[config.mk]
export PLATFORM = sky130hd
export DESIGN_NAME = id_token_logger_flat
export DESIGN_NICKNAME = d
export VERILOG_FILES = /design/src/rtl/id_token_logger_if.sv /design/src/rtl/id_token_logger.sv /design/src/flat_wrapper.sv
export SDC_FILE = /design/constraint.sdc
export NUM_CORES = 1
export LEC_CHECK = 0
export BUFFER_PORTS_ARGS = -buffer_cell sky130_fd_sc_hd__buf_2
export CAP_MARGIN = 10
export CORE_ASPECT_RATIO = 0.9
export CORE_UTILIZATION = 55
export CTS_CLUSTER_DIAMETER = 50
export CTS_CLUSTER_SIZE = 30
export DETAILED_ROUTE_END_ITERATION = 7
export GPL_TIMING_DRIVEN = 1
export PLACE_DENSITY = 0.74
export SLEW_MARGIN = 20
export SYNTH_ARGS = -nofsm -noshare
export SYNTH_HDL_FRONTEND = slang
export SYNTH_SLANG_ARGS = --single-unit
export TNS_END_PERCENT = 30
[constraint.sdc]
create_clock -name clk -period 11.1 [get_ports clk]
set_input_delay 1.11 -clock clk [delete_from_list [all_inputs] [get_ports clk]]
set_output_delay 1.11 -clock clk [all_outputs]
set_load 0.01 [all_outputs]
[src/rtl/id_token_logger_if.sv]
// Purpose: bundles the match input and the record-FIFO read side of id_token_logger.
// Latency: none, wires only.
// Backpressure: valid/ready on the read side; the match stream cannot be stalled.
`timescale 1ns/1ps
interface id_token_logger_if #(
    parameter int DEPTH = 8,
    parameter int POS_W = 16,
    parameter int LEN_W = 8
);
    localparam int LVL_W = $clog2(DEPTH) + 1;

    logic             match;
    logic             rd_ready;
    logic             rd_valid;
    logic [POS_W-1:0] rd_pos;
    logic [LEN_W-1:0] rd_len;
    logic [LVL_W-1:0] level;
    logic             overflow;
    logic [15:0]      total;

    // Source/consumer side: drives the match stream and the read acceptance.
    modport master (
        output match, rd_ready,
        input  rd_valid, rd_pos, rd_len, level, overflow, total
    );

    // Logger side.
    modport slave (
        input  match, rd_ready,
        output rd_valid, rd_pos, rd_len, level, overflow, total
    );
endinterface

[src/rtl/id_token_logger.sv]
// Purpose: turns contiguous high runs of the recognizer match flag into {end pos, run length} records held in a FIFO.
// Latency: a record is readable the cycle after its run-end edge; no same-cycle bypass.
// Backpressure: drained via valid/ready; when full, a new record is dropped (or, with TOKEN_LOG_OVERWRITE_EN, replaces the oldest) and overflow sticks.
`timescale 1ns/1ps
module id_token_logger #(
    parameter int DEPTH = 8,
    parameter int POS_W = 16,
    parameter int LEN_W = 8
) (
    input  logic             clk,
    input  logic             reset,
    id_token_logger_if.slave bus
);
    localparam int PTR_W = $clog2(DEPTH);
    localparam int LVL_W = PTR_W + 1;
    localparam logic [LEN_W-1:0] LEN_MAX   = '1;
    localparam logic [15:0]      TOTAL_MAX = 16'hFFFF;
    localparam logic [LVL_W-1:0] LVL_FULL  = LVL_W'(DEPTH);

    // Run tracking state
    logic [POS_W-1:0] r_pos;
    logic [POS_W-1:0] r_last_pos;
    logic [LEN_W-1:0] r_run_len;
    logic             r_prev_match;

    // FIFO state
    logic [POS_W-1:0] r_mem_pos [DEPTH];
    logic [LEN_W-1:0] r_mem_len [DEPTH];
    logic [PTR_W-1:0] r_wr_ptr;
    logic [PTR_W-1:0] r_rd_ptr;
    logic [LVL_W-1:0] r_level;
    logic             r_overflow;
    logic [15:0]      r_total;

    logic w_run_end;
    logic w_empty;
    logic w_full;
    logic w_pop;
    logic w_write;
    logic w_adv_rd;
    logic w_ovf_set;

    assign w_run_end = r_prev_match & ~bus.match;
    assign w_empty   = (r_level == '0);
    assign w_full    = (r_level == LVL_FULL);
    assign w_pop     = ~w_empty & bus.rd_ready;

    // Decide what the FIFO does this edge: normal push/pop, or the full-without-pop case.
    always_comb begin
        w_write   = w_run_end;
        w_adv_rd  = w_pop;
        w_ovf_set = 1'b0;
        if (w_run_end && w_full && !w_pop) begin
            w_ovf_set = 1'b1;
`ifdef TOKEN_LOG_OVERWRITE_EN
            // Evict the oldest entry so the newest record always survives.
            w_write  = 1'b1;
            w_adv_rd = 1'b1;
`else
            // Keep the oldest entries; the newest record is lost.
            w_write  = 1'b0;
`endif
        end
    end

    // Slot counter and per-run tracking of length and last high position.
    always_ff @(posedge clk) begin
        if (reset) begin
            r_pos        <= '0;
            r_last_pos   <= '0;
            r_run_len    <= '0;
            r_prev_match <= 1'b0;
        end else begin
            r_pos        <= r_pos + POS_W'(1);
            r_prev_match <= bus.match;
            if (bus.match) begin
                r_last_pos <= r_pos;
                r_run_len  <= (r_run_len == LEN_MAX) ? LEN_MAX : r_run_len + LEN_W'(1);
            end else begin
                r_run_len  <= '0;
            end
        end
    end

    // Record storage; contents need no reset because reads are gated by level.
    always_ff @(posedge clk) begin
        if (!reset && w_write) begin
            r_mem_pos[r_wr_ptr] <= r_last_pos;
            r_mem_len[r_wr_ptr] <= r_run_len;
        end
    end

    // Pointers, occupancy, sticky overflow and the saturating run counter.
    always_ff @(posedge clk) begin
        if (reset) begin
            r_wr_ptr   <= '0;
            r_rd_ptr   <= '0;
            r_level    <= '0;
            r_overflow <= 1'b0;
            r_total    <= '0;
        end else begin
            if (w_write) begin
                r_wr_ptr <= r_wr_ptr + PTR_W'(1);
            end
            if (w_adv_rd) begin
                r_rd_ptr <= r_rd_ptr + PTR_W'(1);
            end
            if (w_write && !w_adv_rd) begin
                r_level <= r_level + LVL_W'(1);
            end else if (w_adv_rd && !w_write) begin
                r_level <= r_level - LVL_W'(1);
            end
            if (w_ovf_set) begin
                r_overflow <= 1'b1;
            end
            if (w_run_end && (r_total != TOTAL_MAX)) begin
                r_total <= r_total + 16'd1;
            end
        end
    end

    assign bus.rd_valid = ~w_empty;
    assign bus.rd_pos   = w_empty ? '0 : r_mem_pos[r_rd_ptr];
    assign bus.rd_len   = w_empty ? '0 : r_mem_len[r_rd_ptr];
    assign bus.level    = r_level;
    assign bus.overflow = r_overflow;
    assign bus.total    = r_total;
endmodule

[src/flat_wrapper.sv]
// flat-port wrapper written by rule: the top's interface ports become plain ports
module id_token_logger_flat 
#(
    parameter int DEPTH = 8,
    parameter int POS_W = 16,
    parameter int LEN_W = 8
)
  (clk, reset, bus_match, bus_rd_ready, bus_rd_valid, bus_rd_pos, bus_rd_len, bus_level, bus_overflow, bus_total);
  id_token_logger_if #(.DEPTH(DEPTH), .POS_W(POS_W), .LEN_W(LEN_W)) bus_i ();
  input  logic clk;
  input  logic reset;
  input wire logic [$bits(bus_i.match)-1:0] bus_match;
  input wire logic [$bits(bus_i.rd_ready)-1:0] bus_rd_ready;
  output wire logic [$bits(bus_i.rd_valid)-1:0] bus_rd_valid;
  output wire logic [$bits(bus_i.rd_pos)-1:0] bus_rd_pos;
  output wire logic [$bits(bus_i.rd_len)-1:0] bus_rd_len;
  output wire logic [$bits(bus_i.level)-1:0] bus_level;
  output wire logic [$bits(bus_i.overflow)-1:0] bus_overflow;
  output wire logic [$bits(bus_i.total)-1:0] bus_total;
  assign bus_i.match = bus_match;
  assign bus_i.rd_ready = bus_rd_ready;
  assign bus_rd_valid = bus_i.rd_valid;
  assign bus_rd_pos = bus_i.rd_pos;
  assign bus_rd_len = bus_i.rd_len;
  assign bus_level = bus_i.level;
  assign bus_overflow = bus_i.overflow;
  assign bus_total = bus_i.total;
  id_token_logger #(.DEPTH(DEPTH), .POS_W(POS_W), .LEN_W(LEN_W)) u_core (.clk(clk), .reset(reset), .bus(bus_i));
endmodule
### Word-level counts from Yosys, hierarchy flattened

Memory sizes are Yosys's and may differ from the RTL's. A register that Yosys moved wholly into a read port is not among the register bits.
Index checks and enable logic that the tools add are counted.
W data, S select, Z words.

| word-level totals | value |
|---|---|
| input bits | 4 |
| logic and storage cells | 50 |
| flip-flop bits (word level) | 68 |
| memories kept | 2 |
| bits in writable memories | 192 |

Memories:

| memory | words | width | rd ports | clocked after Yosys merged registers in | write ports | RTL line | text |
|---|---|---|---|---|---|---|---|
| u_core.r_mem_pos | 8 | 16 | 1 | 1 | 1 | id_token_logger.sv:27 | `logic [POS_W-1:0] r_mem_pos [DEPTH];` |
| u_core.r_mem_len | 8 | 8 | 1 | 1 | 1 | id_token_logger.sv:28 | `logic [LEN_W-1:0] r_mem_len [DEPTH];` |

| cells by class | value |
|---|---|
| bitwise logic cells | 4 |
| equal/unequal tests | 3 |
| reduce and logical (&&, ||, !) cells | 12 |
| multiplexer cells | 13 |
| add/subtract/negate cells | 7 |

Operators by type and width:

| kind | number |
|---|---|
| $add A16 B1 Y16 const B | 2 |
| $mux W16 | 1 |
| $mux W8 | 2 |
| $ne A16 B16 Y1 const B | 1 |
| $mux W3 | 4 |
| $add A8 B1 Y8 const B | 1 |
| $eq A8 B8 Y1 const B | 1 |
| $mux W4 | 2 |
| $add A3 B1 Y3 const B | 2 |
| $logic_and A1 B1 Y1 | 6 |
| $add A4 B1 Y4 const B | 1 |
| $eq A4 B4 Y1 const B | 1 |
| $logic_not A4 Y1 | 1 |
| $mux W1 | 4 |
| $sub A4 B1 Y4 const B | 1 |
| $logic_not A1 Y1 | 3 |
| $and A1 B1 Y1 | 2 |
| $not A1 Y1 | 2 |
| $reduce_bool A2 Y1 | 1 |
| $reduce_or A2 Y1 | 1 |

### Depth between registers and ports, before layout

Gate-level depths: netlist of run 1.

| depth | value |
|---|---|
| depth in word-level cells | 10 |
| depth in mapped cells | 11 |
| depth with buffers taken out | 11 |

### Worst setup path after synthesis of run 1

No wires, ideal clock.

| path | value |
|---|---|
| path kind | input-to-reg |
| start point | input port bus_match |
| end point | memory u_core.r_mem_len[2][0], enable pin |
| stages | 6 |
| buffers on the path | 1 |
| arrival | 4.451 ns |
| slack | 6.174 ns |
| path through | buf_2 > nor2b_1 > o21ai_0 > inv_2 > nand2b_1 > nor4b_1 |

| on the way | value |
|---|---|
| longest elaborated chain between the ends | 8 |

Ends and longest elaborated chain:

| element | RTL line | text |
|---|---|---|
| start, declared | flat_wrapper.sv:12 | `input wire logic [$bits(bus_i.match)-1:0] bus_match;` |
| $not A1 Y1 (no source line) * | n/a |  |
| $and A1 B1 Y1 * | id_token_logger.sv:43 | `assign w_run_end = r_prev_match & ~bus.match;` |
| $logic_and A1 B1 Y1 (2 in a row) | id_token_logger.sv:53 | `if (w_run_end && w_full && !w_pop) begin` |
| $mux W1 * | id_token_logger.sv:53 |  |
| $logic_and A1 B1 Y1 * | id_token_logger.sv:87 | `if (!reset && w_write) begin` |
| $mux W1 * | id_token_logger.sv:87 |  |
| $mux W1 (implied by the code) * | id_token_logger.sv:89 | `r_mem_len[r_wr_ptr] <= r_run_len;` |
| end, declared | id_token_logger.sv:28 |  |

Every way passes the cells marked *; elsewhere a longest branch is shown, timed or not.

==> tab_implementation.tex, run 1 <==
\begin{tabular}{lr}
\hline
Metric & Value \\
\hline
\multicolumn{2}{l}{\textbf{Run status}} \\
Result of the run & finished clean \\
\multicolumn{2}{l}{\textbf{STA}} \\
Number of setup violations in the final report & 0 \\
Maximum clock frequency & roughly 270 MHz \\
Relative slew margins & 36.1\% \\
Final period utilization & roughly 34\% \\
Hold Vio Cnt, Final & 0 \\
RSZ-0062 raised after global routing & false \\
Worst Max-Slew Pin Slew & around 0.96 ns \\
Number of max-slew violations in the final report & 0 \\
Time the final worst path needs with I/O delays and setup & approximately 3.7 ns \\
Setup TNS Final & 0 ns \\
WHS & around 0.49 ns \\
Worst-case clock skew & slightly above 0.03 ns \\
\multicolumn{2}{l}{\textbf{Critical path}} \\
Worst-path fanout max & 48 \\
Worst EP arrival & approximately 2.6 ns \\
Category of the worst setup path launch point & register \\
Path depth of the worst reg2reg path & 12 \\
Launch point of the worst reg-to-reg path & u\_core.bus.level[0]\$\_SDFFE\_PP0P\_ \\
Classification of the worst setup path & register to primary output \\
FF-to-FF End & u\_core.bus.level[3]\$\_SDFFE\_PP0P\_ \\
Critical path capture point type & primary output \\
Worst reg2reg setup slack & around 8.0 ns \\
CP Data Required Time & 9.99 ns \\
\multicolumn{2}{l}{\textbf{Detailed routing}} \\
Wire length the detailed router placed on met1 & between 8000 and 9000 um \\
Routed Wire Length & around 20,000 um \\
DR WL met2 & 9330 um \\
Amount of wire on met3 after detailed routing & between 800 and 900 um \\
Antenna viol nets, final & 0 \\
Router iterations before antenna repair & 5 \\
Remaining design rule violation count & 0 \\
Count of vias placed by the detailed router & about 5.7k \\
Count of routing violations after the opening detailed-route iteration & between 400 and 500 \\
Average wire per standard cell & $\sim$20 um \\
Via density & around 6 \\
Top routing layer in use & met4 \\
\multicolumn{2}{l}{\textbf{Power}} \\
Switching pwr & approximately 0.00063 W \\
Portion of total power attributed to combinational logic & 18.4\% \\
Part of the total power dissipated in the clock network & roughly 33\% \\
Sw Ratio & between 20\% and 30\% \\
Sequential Power Share & roughly half \\
Leakage power summed over all cells & approximately 4.0 nW \\
Worst ir drop on vdd & between 0.15 and 0.2 mV \\
Pwr per Cell Area & around 200 mW/mm2 \\
Cell Int Power & between 0.0015 and 0.002 W \\
\multicolumn{2}{l}{\textbf{Synthesis}} \\
Cell taking the most area after synthesis & sky130\_fd\_sc\_hd\_\_edfxtp\_1 \\
Netlist area before placement & around 0.010 mm2 \\
Average cell area after synthesis & approximately 16 um2 \\
Top cell type's share of synthesized area & 55.6\% \\
Synthesized net count & 663 \\
Fraction of registers with async set or reset after synthesis & 0\% \\
Register area share after synthesis & 69.3\% \\
Number of enable-type register cells in the synthesized netlist & roughly 190 \\
Count of synthesis-stage warnings from yosys & 0 \\
Yosys cell types & 47 \\
Cell types occupying the most area after synthesis & sky130\_fd\_sc\_hd\_\_edfxtp\_1, sky130\_fd\_sc\_hd\_\_dfxtp\_1, sky130\_fd\_sc\_hd\_\_mux4\_2 \\
Flip-flop and latch count after synthesis & around 260 \\
Primary FF master, synth & sky130\_fd\_sc\_hd\_\_edfxtp\_1 \\
Number of cells produced by synthesis & 650 \\
\multicolumn{2}{l}{\textbf{Floorplanning}} \\
Standard-cell rows & 47 \\
I/O pins & 50 \\
DIE HEIGHT & 132 um \\
Std-Cell Core Area & between 0.015 and 0.02 mm2 \\
Die width & about 150 um \\
Area of the die & slightly below 0.02 mm2 \\
Effective utilization at floorplan & a little under three fifths \\
\multicolumn{2}{l}{\textbf{Layout}} \\
Number of inserted diodes & 0 \\
Fin util & between 60\% and 70\% \\
Area grow syn2layout & 12.4\% \\
Proportion of layout cells with a drive suffix above 1 & around a quarter \\
Final layout net count & $\sim$700 \\
\multicolumn{2}{l}{\textbf{Worst hold path}} \\
Hold Startpoint & u\_core.bus.overflow\$\_SDFFE\_PP0P\_ \\
Cell depth of the worst hold path & 2 \\
Hold Path Sink & u\_core.bus.overflow\$\_SDFFE\_PP0P\_ \\
HP Class & register to register \\
\multicolumn{2}{l}{\textbf{Global route}} \\
Global-route wire length before repair & between 30,000 and 40,000 um \\
Initial antenna violation count & 0 \\
Largest net degree at the start of global routing & slightly above 70 \\
Global-route congestion overflow total & 0 \\
Overall fraction of global-route tracks in use & 20.4\% \\
Number of global-route vias before repair & between 5k and 6k \\
\multicolumn{2}{l}{\textbf{Placement}} \\
Routability-driven placement congestion ratio & approximately 0.82 \\
Port Buffer Count & 49 \\
Detail Placement HPWL & about 11,000 um \\
\multicolumn{2}{l}{\textbf{Clock tree}} \\
Cts bufs inserted & 21 \\
H-tree depth & 1 \\
Number of hold buffers added after cts & 0 \\
Largest buffer count on any clock path & 3 \\
Worst-Skew Late Latency & 0.52 ns \\
Count of buffers added by post-CTS timing repair for setup & 0 \\
Number of sinks handled by clock tree synthesis & $\sim$260 \\
Root buffer cell & sky130\_fd\_sc\_hd\_\_clkbuf\_16 \\
Clock slew at the register clock pins of the worst setup and hold paths & around 0.070 ns \\
Post-CTS resize count & 0 \\
CTS tree & yes \\
\multicolumn{2}{l}{\textbf{Run}} \\
Number of max-capacitance violations reported & 0 \\
\hline
\end{tabular}
-- registers in the layout, indices dropped and copies added, names as in the netlist, named ones only --
signal / cells
u_core.r_mem_len: 64
u_core.r_last_pos: 16
u_core.bus.total: 16
u_core.r_run_len: 8
u_core.r_pos: 16
u_core.r_rd_ptr: 3
u_core.r_prev_match: 1
u_core.r_wr_ptr: 3
u_core.bus.level: 4
u_core.bus.overflow: 1
u_core.r_mem_pos: 128
-- worst max-delay path: stages (launching register included) --
cell and delay, ns:
sky130_fd_sc_hd__dfxtp_4 0.99, sky130_fd_sc_hd__mux4_2 0.61, sky130_fd_sc_hd__mux2i_1 0.30, sky130_fd_sc_hd__nor2_1 0.07, sky130_fd_sc_hd__buf_2 0.15
-- per-stage QoR --
step	setup WS [ns]	std cells	instance area (um2)	power, W
after floorplan	6.17	650	10400	0.00144
after global placement	7.52	928	10900	0.00157
after CTS	7.28	966	11700	0.00235
after global routing	7.15	966	11700	0.00242
after detailed placement	7.44	928	10900	0.00158
final	7.35	966	11700	0.00233
-- cell usage after synthesis (2+ instances only) --
library cell / count
sky130_fd_sc_hd__nand3b_1: 2
sky130_fd_sc_hd__xor2_1: 8
sky130_fd_sc_hd__nand3_1: 18
sky130_fd_sc_hd__mux4_2: 48
sky130_fd_sc_hd__dfxtp_1: 71
sky130_fd_sc_hd__edfxtp_1: 192
sky130_fd_sc_hd__nor2_1: 74
sky130_fd_sc_hd__nor4b_1: 2
sky130_fd_sc_hd__nand3_2: 2
sky130_fd_sc_hd__xnor2_1: 11
sky130_fd_sc_hd__mux2i_1: 42
sky130_fd_sc_hd__or4_1: 8
sky130_fd_sc_hd__nand2_1: 14
sky130_fd_sc_hd__o21ai_0: 8
sky130_fd_sc_hd__clkbuf_1: 13
sky130_fd_sc_hd__inv_2: 2
sky130_fd_sc_hd__or3_1: 8
sky130_fd_sc_hd__nand2b_1: 4
sky130_fd_sc_hd__and3_1: 5
sky130_fd_sc_hd__nor4_1: 6
sky130_fd_sc_hd__o31ai_1: 8
sky130_fd_sc_hd__mux2_2: 3
sky130_fd_sc_hd__buf_1: 7
sky130_fd_sc_hd__buf_4: 2
sky130_fd_sc_hd__a21oi_1: 28
sky130_fd_sc_hd__nand4_1: 10
sky130_fd_sc_hd__inv_1: 10
sky130_fd_sc_hd__nor2b_1: 5
sky130_fd_sc_hd__nor3_1: 9
sky130_fd_sc_hd__buf_2: 6
sky130_fd_sc_hd__ha_1: 8
-- final cells by class --
cell class	count	area [um2]
Inverter	12	45.0
Fill cell	1291	6760
Clock buffer	23	543
Multi-Input combinational cell	347	3050
Clock inverter	15	176
Sequential cell	263	7190
Timing Repair Buffer	61	335
Tap cell	245	307
-- worst max path at each step --
stage / startpoint / end / slack (ns)
6_report: register / bus_rd_pos[3] / 7.35
5_1_grt: register / bus_rd_pos[3] / 7.15
4_1_cts: register / bus_rd_pos[3] / 7.28
3_5_place_dp: bus_match / u_core.bus.level[3]$_SDFFE_PP0P_ / 7.44
3_3_place_gp: bus_match / u_core.bus.level[3]$_SDFFE_PP0P_ / 7.52
2_1_floorplan: bus_match / u_core.r_mem_len[2][0]$_DFFE_PP_ / 6.17
-- cells in the final DEF, fill, tap and decap left out, types with 11 or more instances in the layout --
cell type | netlist | final
sky130_fd_sc_hd__a21oi_1 | 28 | 28
sky130_fd_sc_hd__mux2i_1 | 42 | 42
sky130_fd_sc_hd__edfxtp_1 | 192 | 192
sky130_fd_sc_hd__nand3_1 | 18 | 18
sky130_fd_sc_hd__mux4_2 | 48 | 48
sky130_fd_sc_hd__buf_2 | 6 | 49
sky130_fd_sc_hd__nor2_1 | 74 | 70
sky130_fd_sc_hd__buf_4 | 2 | 12
sky130_fd_sc_hd__xnor2_1 | 11 | 11
sky130_fd_sc_hd__nand2_1 | 14 | 14
sky130_fd_sc_hd__clkbuf_16 | 0 | 21
sky130_fd_sc_hd__dfxtp_1 | 71 | 69
-- kinds of logic (layout without fill, tap and decap cells) --
family	Yosys count	after routing	synth area share, %
muxes	93	93	14.8
AOI/OAI and AO/OA	51	51	2.86
buffers and inverters	40	111	1.59
xor gates and xnor gates	19	19	1.60
DFF	263	263	69.3
adders and majority gates	9	9	1.16
and+or+nand+nor	175	175	8.68
-- routing by layer --
metal / global-route usage, % / vias to the layer above
li1: - / 2621
met1: 29.3 / 2900
met2: 33.1 / 153
met3: 3.08 / 24
met4: 4.98 / 0
met5: 0 / -
-- power by group through the flow --
stage               registers, W  clock network, W  logic [W]
floorplan                0.00110                 0   0.000341
global placement         0.00115                 0   0.000426
detailed placement       0.00115                 0   0.000433
CTS                      0.00113          0.000786   0.000435
global route             0.00113          0.000824   0.000462
finish                   0.00112          0.000774   0.000428
(Power assumes the default switching activity.)
==> inputs of run 2 (changes only) <==
clock period = 3.5 ns   (was 11.1 ns; I/O delays follow)
==> run 2 against run 1 <==
Against the previous run:
- final cell count up 0.41%
- clock skew down 0.011 ns
- global-route usage up 1.0 points
- clock-buffer cell count unchanged
- flip-flop and latch count unchanged
- critical endpoint is now u_core.bus.level[3]$_SDFFE_PP0P_
- largest power group unchanged
==> tab_implementation.tex, run 2 (same netlist as run 1, synthesis figures left out) <==
\begin{tabular}{lr}
\hline
Metric & Value \\
\hline
\multicolumn{2}{l}{\textbf{Floorplanning}} \\
Effective utilization at floorplan & roughly 56\% \\
Std-Cell Core Area & 0.0184 mm2 \\
Die width & 147 um \\
Area of the die & between 0.015 and 0.02 mm2 \\
Standard-cell rows & between 40 and 50 \\
I/O pins & 50 \\
DIE HEIGHT & 132 um \\
\multicolumn{2}{l}{\textbf{Detailed routing}} \\
Count of vias placed by the detailed router & 5,774 \\
Router iterations before antenna repair & 5 \\
Average wire per standard cell & 20.7 um \\
Via density & 5.95 \\
Remaining design rule violation count & 0 \\
Routed Wire Length & approximately 20,000 um \\
Count of routing violations after the opening detailed-route iteration & roughly 480 \\
Antenna viol nets, final & 0 \\
\multicolumn{2}{l}{\textbf{Critical path}} \\
Critical path endpoint & u\_core.bus.level[3]\$\_SDFFE\_PP0P\_ \\
Worst-path fanout max & 5 \\
Worst reg2reg setup slack & 0.56 ns \\
CP Launch Point & u\_core.bus.level[0]\$\_SDFFE\_PP0P\_ \\
Classification of the worst setup path & register to register \\
CP Data Required Time & approximately 4 ns \\
Critical path capture point type & register \\
Category of the worst setup path launch point & register \\
Worst EP arrival & 3.35 ns \\
FF-to-FF End & u\_core.bus.level[3]\$\_SDFFE\_PP0P\_ \\
Path depth of the worst reg2reg path & 10 \\
Launch point of the worst reg-to-reg path & u\_core.bus.level[0]\$\_SDFFE\_PP0P\_ \\
\multicolumn{2}{l}{\textbf{Layout}} \\
Most used cells in the layout excluding fill and tap cells & sky130\_fd\_sc\_hd\_\_edfxtp\_1, sky130\_fd\_sc\_hd\_\_nor2\_1, sky130\_fd\_sc\_hd\_\_dfxtp\_1 \\
Area grow syn2layout & 14.3\% \\
Top Registers & u\_core.r\_mem\_pos x128, u\_core.r\_mem\_len x64 \\
Number of flip-flops under the largest register name & around 130 \\
Most common cell after layout, fill and taps aside & sky130\_fd\_sc\_hd\_\_edfxtp\_1 \\
Proportion of layout cells with a drive suffix above 1 & 24.0\% \\
Final layout net count & a little over 700 \\
Number of inserted diodes & 0 \\
Top register by number of flip-flops & u\_core.r\_mem\_pos \\
\multicolumn{2}{l}{\textbf{STA}} \\
Worst Max-Slew Pin Slew & about 0.69 ns \\
Maximum clock frequency & roughly 340 MHz \\
WHS & approximately 0.17 ns \\
Final period utilization & 84.1\% \\
Final worst setup slack & between 0.5 and 0.6 ns \\
Number of max-slew violations in the final report & 0 \\
Relative slew margins & a little over half \\
Number of setup violations in the final report & 0 \\
Hold Vio Cnt, Final & 0 \\
Time the final worst path needs with I/O delays and setup & around 3 ns \\
Worst-case clock skew & 0.0198 ns \\
RSZ-0062 raised after global routing & false \\
\multicolumn{2}{l}{\textbf{Placement}} \\
Pre-CTS worst setup slack & around 0.48 ns \\
Routability-driven placement congestion ratio & around 0.8 \\
Port Buffer Count & 49 \\
Detail Placement HPWL & roughly 12,000 um \\
\multicolumn{2}{l}{\textbf{Run}} \\
Number of max-capacitance violations reported & 0 \\
\multicolumn{2}{l}{\textbf{Global route}} \\
Initial antenna violation count & 0 \\
Largest net degree at the start of global routing & between 50 and 60 \\
Number of global-route vias before repair & between 5k and 6k \\
Global-route wire length before repair & around 32,000 um \\
Global-route congestion overflow total & 0 \\
Overall fraction of global-route tracks in use & a little over a fifth \\
\multicolumn{2}{l}{\textbf{Power}} \\
Pwr per Cell Area & around 650 mW/mm2 \\
Leakage power summed over all cells & roughly 4.0 nW \\
Worst ir drop on vdd & a little over 0.5 mV \\
\multicolumn{2}{l}{\textbf{Clock tree}} \\
Count of buffers added by post-CTS timing repair for setup & 0 \\
CTS tree & yes \\
H-tree depth & 1 \\
Number of sinks handled by clock tree synthesis & around 260 \\
Root buffer cell & sky130\_fd\_sc\_hd\_\_clkbuf\_16 \\
Post-CTS resize count & 0 \\
Largest buffer count on any clock path & 3 \\
Number of hold buffers added after cts & 0 \\
Clock slew at the register clock pins of the worst setup and hold paths & 0.08 ns \\
Cts bufs inserted & 22 \\
Worst-Skew Late Latency & about 0.52 ns \\
\multicolumn{2}{l}{\textbf{Run status}} \\
Result of the run & finished clean \\
\multicolumn{2}{l}{\textbf{Worst hold path}} \\
HP Class & input port to register \\
\hline
\end{tabular}
==> run 2: changes by cell type in the layout (fill, tap and decap cells not counted), sizes merged <==
cell / previous run / this run
bufinv: 2 / 1
clkinvlp: 0 / 1
clkinv: 4 / 5
buf: 61 / 63
inv: 21 / 22
==> run 2: layout make-up <==
cell class,count,area [um2]
clock buffers,23,576
clock inverters,17,254
fillers,1281,6550
inverters,12,45.0
multi-input cells,347,3070
flip-flops and latches,263,7190
well taps,245,307
repair buffers,63,413
==> run 2: through the flow <==
stage	TNS (ns)	instance area (um2)	util [%]	cells	total power (W)
finish	0	11900	64.4	970	0.00767
global route	0	11900	64.4	970	0.00798
CTS	0	11900	64.4	970	0.00774
detailed placement	0	11000	59.9	930	0.00507
global placement	0	11000	59.9	930	0.00503
floorplan	-19.80	10400	-	650	0.00457
==> run 2: report_power, final <==
part           leakage, nW  total, W  internal (W)  switching (W)
combinational         1.20   0.00147      0.000708       0.000762
clock                0.402   0.00270       0.00140        0.00130
sequential            2.45   0.00351       0.00336       0.000145
total                 4.05   0.00767       0.00547        0.00220
==> run 2: worst max-delay path, stage by stage, from the launching register on <==
cell and delay [ns]:
sky130_fd_sc_hd__dfxtp_1 0.37, sky130_fd_sc_hd__or3_1 0.46, sky130_fd_sc_hd__o21ai_0 0.36, sky130_fd_sc_hd__inv_2 0.10
sky130_fd_sc_hd__ha_1 0.21, sky130_fd_sc_hd__inv_1 0.14, sky130_fd_sc_hd__ha_1 0.26, sky130_fd_sc_hd__a21o_1 0.19
sky130_fd_sc_hd__a21oi_1 0.19, sky130_fd_sc_hd__mux2i_1 0.21, sky130_fd_sc_hd__mux2_2 0.34
==> run 2: worst min-delay path by stage <==
stage | cells after the start | to | startpoint | slack, ns
finish | 3 | register | bus_rd_ready | 0.17
global route | 3 | register | bus_rd_ready | 0.19
CTS | 3 | register | bus_rd_ready | 0.14
detailed placement | 2 | u_core.bus.overflow$_SDFFE_PP0P_ | u_core.bus.overflow$_SDFFE_PP0P_ | 0.46
global placement | 2 | u_core.bus.overflow$_SDFFE_PP0P_ | u_core.bus.overflow$_SDFFE_PP0P_ | 0.45
floorplan | 2 | register | u_core.r_rd_ptr[1]$_SDFFE_PP0N_ | 0.45
==> run 2: metal layers <==
metal / vias up / global-route usage, % / part of all wire (%)
met5: - / 0 / 0
met4: 0 / 5.32 / 2.0
met3: 30 / 3.25 / 5.6
met2: 169 / 35.6 / 50
met1: 2935 / 30.0 / 43
li1: 2640 / - / -
==> inputs of run 3 (changes only) <==
ABC_AREA = 1   (was not set)
clock period = 2.85 ns   (was 3.5 ns; I/O delays follow)
==> run 3 against run 2 <==
Against the previous run:
- worst hold slack got worse by 0.066 ns
- critical path depth shrank 4
- core utilization shrank 1.5 points
- global-route usage is 0.77 points higher
- die area increased by 4.1%
- flip-flop and latch count unchanged
- synthesized cell count up 55%
- critical path type is now register to primary output
==> tab_implementation.tex, run 3 <==
\begin{tabular}{lr}
\hline
Metric & Value \\
\hline
\multicolumn{2}{l}{\textbf{Global route}} \\
Overall fraction of global-route tracks in use & 22.2\% \\
Global-route congestion overflow total & 0 \\
Largest net degree at the start of global routing & 82 \\
Number of global-route vias before repair & 6,667 \\
Initial antenna violation count & 0 \\
Global-route wire length before repair & $\sim$35,000 um \\
\multicolumn{2}{l}{\textbf{STA}} \\
Number of max-slew violations in the final report & 0 \\
Number of setup violations in the final report & 0 \\
RSZ-0062 raised after global routing & false \\
Hold Vio Cnt, Final & 0 \\
Relative slew margins & a little over two thirds \\
Time the final worst path needs with I/O delays and setup & approximately 2.6 ns \\
Setup TNS Final & 0 ns \\
Maximum clock frequency & 388 MHz \\
Worst-case clock skew & $\sim$0.010 ns \\
Final worst setup slack & 0.275 ns \\
Final period utilization & between 90 and 100\% \\
Worst Max-Slew Pin Slew & $\sim$0.44 ns \\
\multicolumn{2}{l}{\textbf{Clock tree}} \\
Count of buffers added by post-CTS timing repair for setup & 0 \\
CTS tree & yes \\
Post-CTS resize count & 0 \\
Clock slew at the register clock pins of the worst setup and hold paths & 0.07 ns \\
H-tree depth & 1 \\
Number of hold buffers added after cts & 0 \\
Root buffer cell & sky130\_fd\_sc\_hd\_\_clkbuf\_16 \\
Worst-Skew Late Latency & about 0.50 ns \\
Largest buffer count on any clock path & 3 \\
Cts bufs inserted & 22 \\
Number of sinks handled by clock tree synthesis & around 260 \\
\multicolumn{2}{l}{\textbf{Power}} \\
Total power draw & just under 0.01 W \\
Leakage power summed over all cells & roughly 4.3 nW \\
Pwr per Cell Area & about 790 mW/mm2 \\
Worst ir drop on vdd & 0.603 mV \\
\multicolumn{2}{l}{\textbf{Synthesis}} \\
Commonest cells in the synthesized netlist & sky130\_fd\_sc\_hd\_\_nor2\_1, sky130\_fd\_sc\_hd\_\_edfxtp\_1, sky130\_fd\_sc\_hd\_\_o21ai\_0 \\
Netlist area before placement & between 0.01 and 0.015 mm2 \\
Synthesized net count & between 1k and 1.5k \\
Primary FF master, synth & sky130\_fd\_sc\_hd\_\_edfxtp\_1 \\
Top cell type's share of synthesized area & a little over half \\
Count of synthesis-stage warnings from yosys & 0 \\
Fraction of registers with async set or reset after synthesis & 0\% \\
Cell types occupying the most area after synthesis & sky130\_fd\_sc\_hd\_\_edfxtp\_1, sky130\_fd\_sc\_hd\_\_dfxtp\_1, sky130\_fd\_sc\_hd\_\_nor2\_1 \\
Yosys cell types & 40 \\
Register area share after synthesis & roughly two thirds \\
Average cell area after synthesis & 10.7 um2 \\
Number of cells produced by synthesis & 1,006 \\
Cell with the most instances after synthesis & sky130\_fd\_sc\_hd\_\_nor2\_1 \\
Number of enable-type register cells in the synthesized netlist & between 150 and 200 \\
Cell taking the most area after synthesis & sky130\_fd\_sc\_hd\_\_edfxtp\_1 \\
Flip-flop and latch count after synthesis & 263 \\
\multicolumn{2}{l}{\textbf{Detailed routing}} \\
Via density & between 5 and 6 \\
Antenna viol nets, final & 0 \\
Average wire per standard cell & approximately 17 um \\
Count of vias placed by the detailed router & 7,276 \\
Router iterations before antenna repair & 4 \\
Routed Wire Length & around 22,000 um \\
Count of routing violations after the opening detailed-route iteration & between 600 and 700 \\
Remaining design rule violation count & 0 \\
\multicolumn{2}{l}{\textbf{Worst hold path}} \\
HP Class & input port to register \\
Cell depth of the worst hold path & 3 \\
Hold Startpoint & bus\_rd\_ready \\
\multicolumn{2}{l}{\textbf{Critical path}} \\
Classification of the worst setup path & register to primary output \\
Worst reg2reg setup slack & 0.54 ns \\
Cell chain of the critical path & buf\_12 > o21ai\_0 > o211ai\_1 > nand2\_1 > nor2\_1 > buf\_2 \\
Worst-path fanout max & 81 \\
Launch point of the worst reg-to-reg path & u\_core.bus.level[0]\$\_SDFFE\_PP0P\_ \\
CP Data Required Time & roughly 2.6 ns \\
Critical path capture point type & primary output \\
Gate family responsible for the most delay along the worst path & flip-flops \\
Worst EP arrival & about 2.3 ns \\
Category of the worst setup path launch point & register \\
Cell with the biggest individual delay on the critical path & sky130\_fd\_sc\_hd\_\_dfxtp\_2 \\
Worst Path Buf+Inv & 2 \\
FF-to-FF End & u\_core.bus.level[3]\$\_SDFFE\_PP0P\_ \\
Path depth of the worst reg2reg path & 12 \\
Worst stage delay on the critical path & 0.56 ns \\
\multicolumn{2}{l}{\textbf{Floorplanning}} \\
DIE HEIGHT & 135 um \\
Die width & 150 um \\
I/O pins & 50 \\
Area of the die & just over 0.02 mm2 \\
Effective utilization at floorplan & 56.2\% \\
Std-Cell Core Area & around 0.019 mm2 \\
Standard-cell rows & 48 \\
\multicolumn{2}{l}{\textbf{Placement}} \\
Port Buffer Count & 49 \\
Inst Count DP & approximately 1.3k \\
Routability-driven placement congestion ratio & 0.813 \\
Detail Placement HPWL & 12,400 um \\
Pre-CTS worst setup slack & 0.527 ns \\
\multicolumn{2}{l}{\textbf{Layout}} \\
Area grow syn2layout & 12.1\% \\
Top register by number of flip-flops & u\_core.r\_mem\_pos \\
Number of flip-flops under the largest register name & approximately 130 \\
Non-filler cells in the finished layout & 1,316 \\
Most common cell after layout, fill and taps aside & sky130\_fd\_sc\_hd\_\_nor2\_1 \\
Number of inserted diodes & 0 \\
Filler instances & 1,500 \\
Final layout net count & roughly 1.1k \\
Top Registers & u\_core.r\_mem\_pos x128, u\_core.r\_mem\_len x64 \\
Proportion of layout cells with a drive suffix above 1 & 14.1\% \\
Most used cells in the layout excluding fill and tap cells & sky130\_fd\_sc\_hd\_\_nor2\_1, sky130\_fd\_sc\_hd\_\_edfxtp\_1, sky130\_fd\_sc\_hd\_\_o21ai\_0 \\
\multicolumn{2}{l}{\textbf{Run status}} \\
Result of the run & finished clean \\
\multicolumn{2}{l}{\textbf{Run}} \\
Number of max-capacitance violations reported & 0 \\
\hline
\end{tabular}
## run 3: logic make-up (layout without fill, tap and decap cells)
family / count (synthesis) / after routing / synth area share (%)
flip-flops: 263 / 263 / 66.6
AO/OA/AOI/OAI: 217 / 217 / 11.0
adder cells (fa/ha/maj): 9 / 9 / 1.11
XOR/XNOR: 14 / 14 / 1.14
buffers and inverters: 86 / 146 / 3.59
AND/OR/NAND/NOR: 417 / 417 / 16.6
## run 3: worst register-to-register path: stages (launching register included)
cell	delay (ns)
sky130_fd_sc_hd__dfxtp_1	0.48
sky130_fd_sc_hd__nor2_4	0.10
sky130_fd_sc_hd__nand2_8	0.07
sky130_fd_sc_hd__nand2_4	0.07
sky130_fd_sc_hd__a21oi_2	0.24
sky130_fd_sc_hd__ha_1	0.24
sky130_fd_sc_hd__inv_1	0.09
sky130_fd_sc_hd__ha_1	0.30
sky130_fd_sc_hd__or2_2	0.29
sky130_fd_sc_hd__nand2_1	0.08
sky130_fd_sc_hd__xnor2_1	0.11
sky130_fd_sc_hd__nand2_1	0.06
sky130_fd_sc_hd__a21oi_1	0.11
## run 3: area by class of cell
type	count	area [um2]	share of cell area [%]
Timing Repair Buffer	68	475	3.93
Clock inverter	15	151	1.25
Clock buffer	25	593	4.90
Multi-Input combinational cell	657	3230	26.7
Inverter	38	145	1.20
Sequential cell	263	7190	59.4
Tap cell	250	313	2.59
## run 3: report_power, final
group          internal, W  leakage [nW]  switching (W)
registers          0.00416          2.36       0.000132
logic             0.000794          1.62        0.00147
clock network      0.00164         0.346        0.00140
total              0.00659          4.33        0.00301
## run 3: how the worst max path moves through the flow
stage                     depth (start not counted)  slack [ns]                              from                               end
after CTS                                         6        0.28                          register                     bus_rd_pos[8]
after global placement                           12        0.57  u_core.bus.level[0]$_SDFFE_PP0P_  u_core.bus.level[3]$_SDFFE_PP0P_
after detailed placement                         12        0.53  u_core.bus.level[0]$_SDFFE_PP0P_  u_core.bus.level[3]$_SDFFE_PP0P_
final                                             6        0.28                          register                     bus_rd_pos[8]
after global routing                              6        0.07                          register                     bus_rd_pos[8]
after floorplan                                   6        0.33  u_core.bus.level[0]$_SDFFE_PP0P_  u_core.r_mem_len[1][0]$_DFFE_PP_
## run 3: per-layer routing
metal	vias to the layer above	global-route usage, %	wire length, um
met5	-	0	0
met4	0	5.89	423
met3	33	3.11	1390
met2	213	36.5	10700
met1	3448	31.1	9680
li1	3582	-	-
## run 3: per-stage QoR
step	hold slack (ns)	util [%]	cell area, um2
6_report	0.101	63.0	12100
3_3_place_gp	0.446	59.1	11400
3_5_place_dp	0.462	59.1	11400
2_1_floorplan	0.388	-	10800
5_1_grt	0.119	63.0	12100
4_1_cts	0.0892	63.0	12100
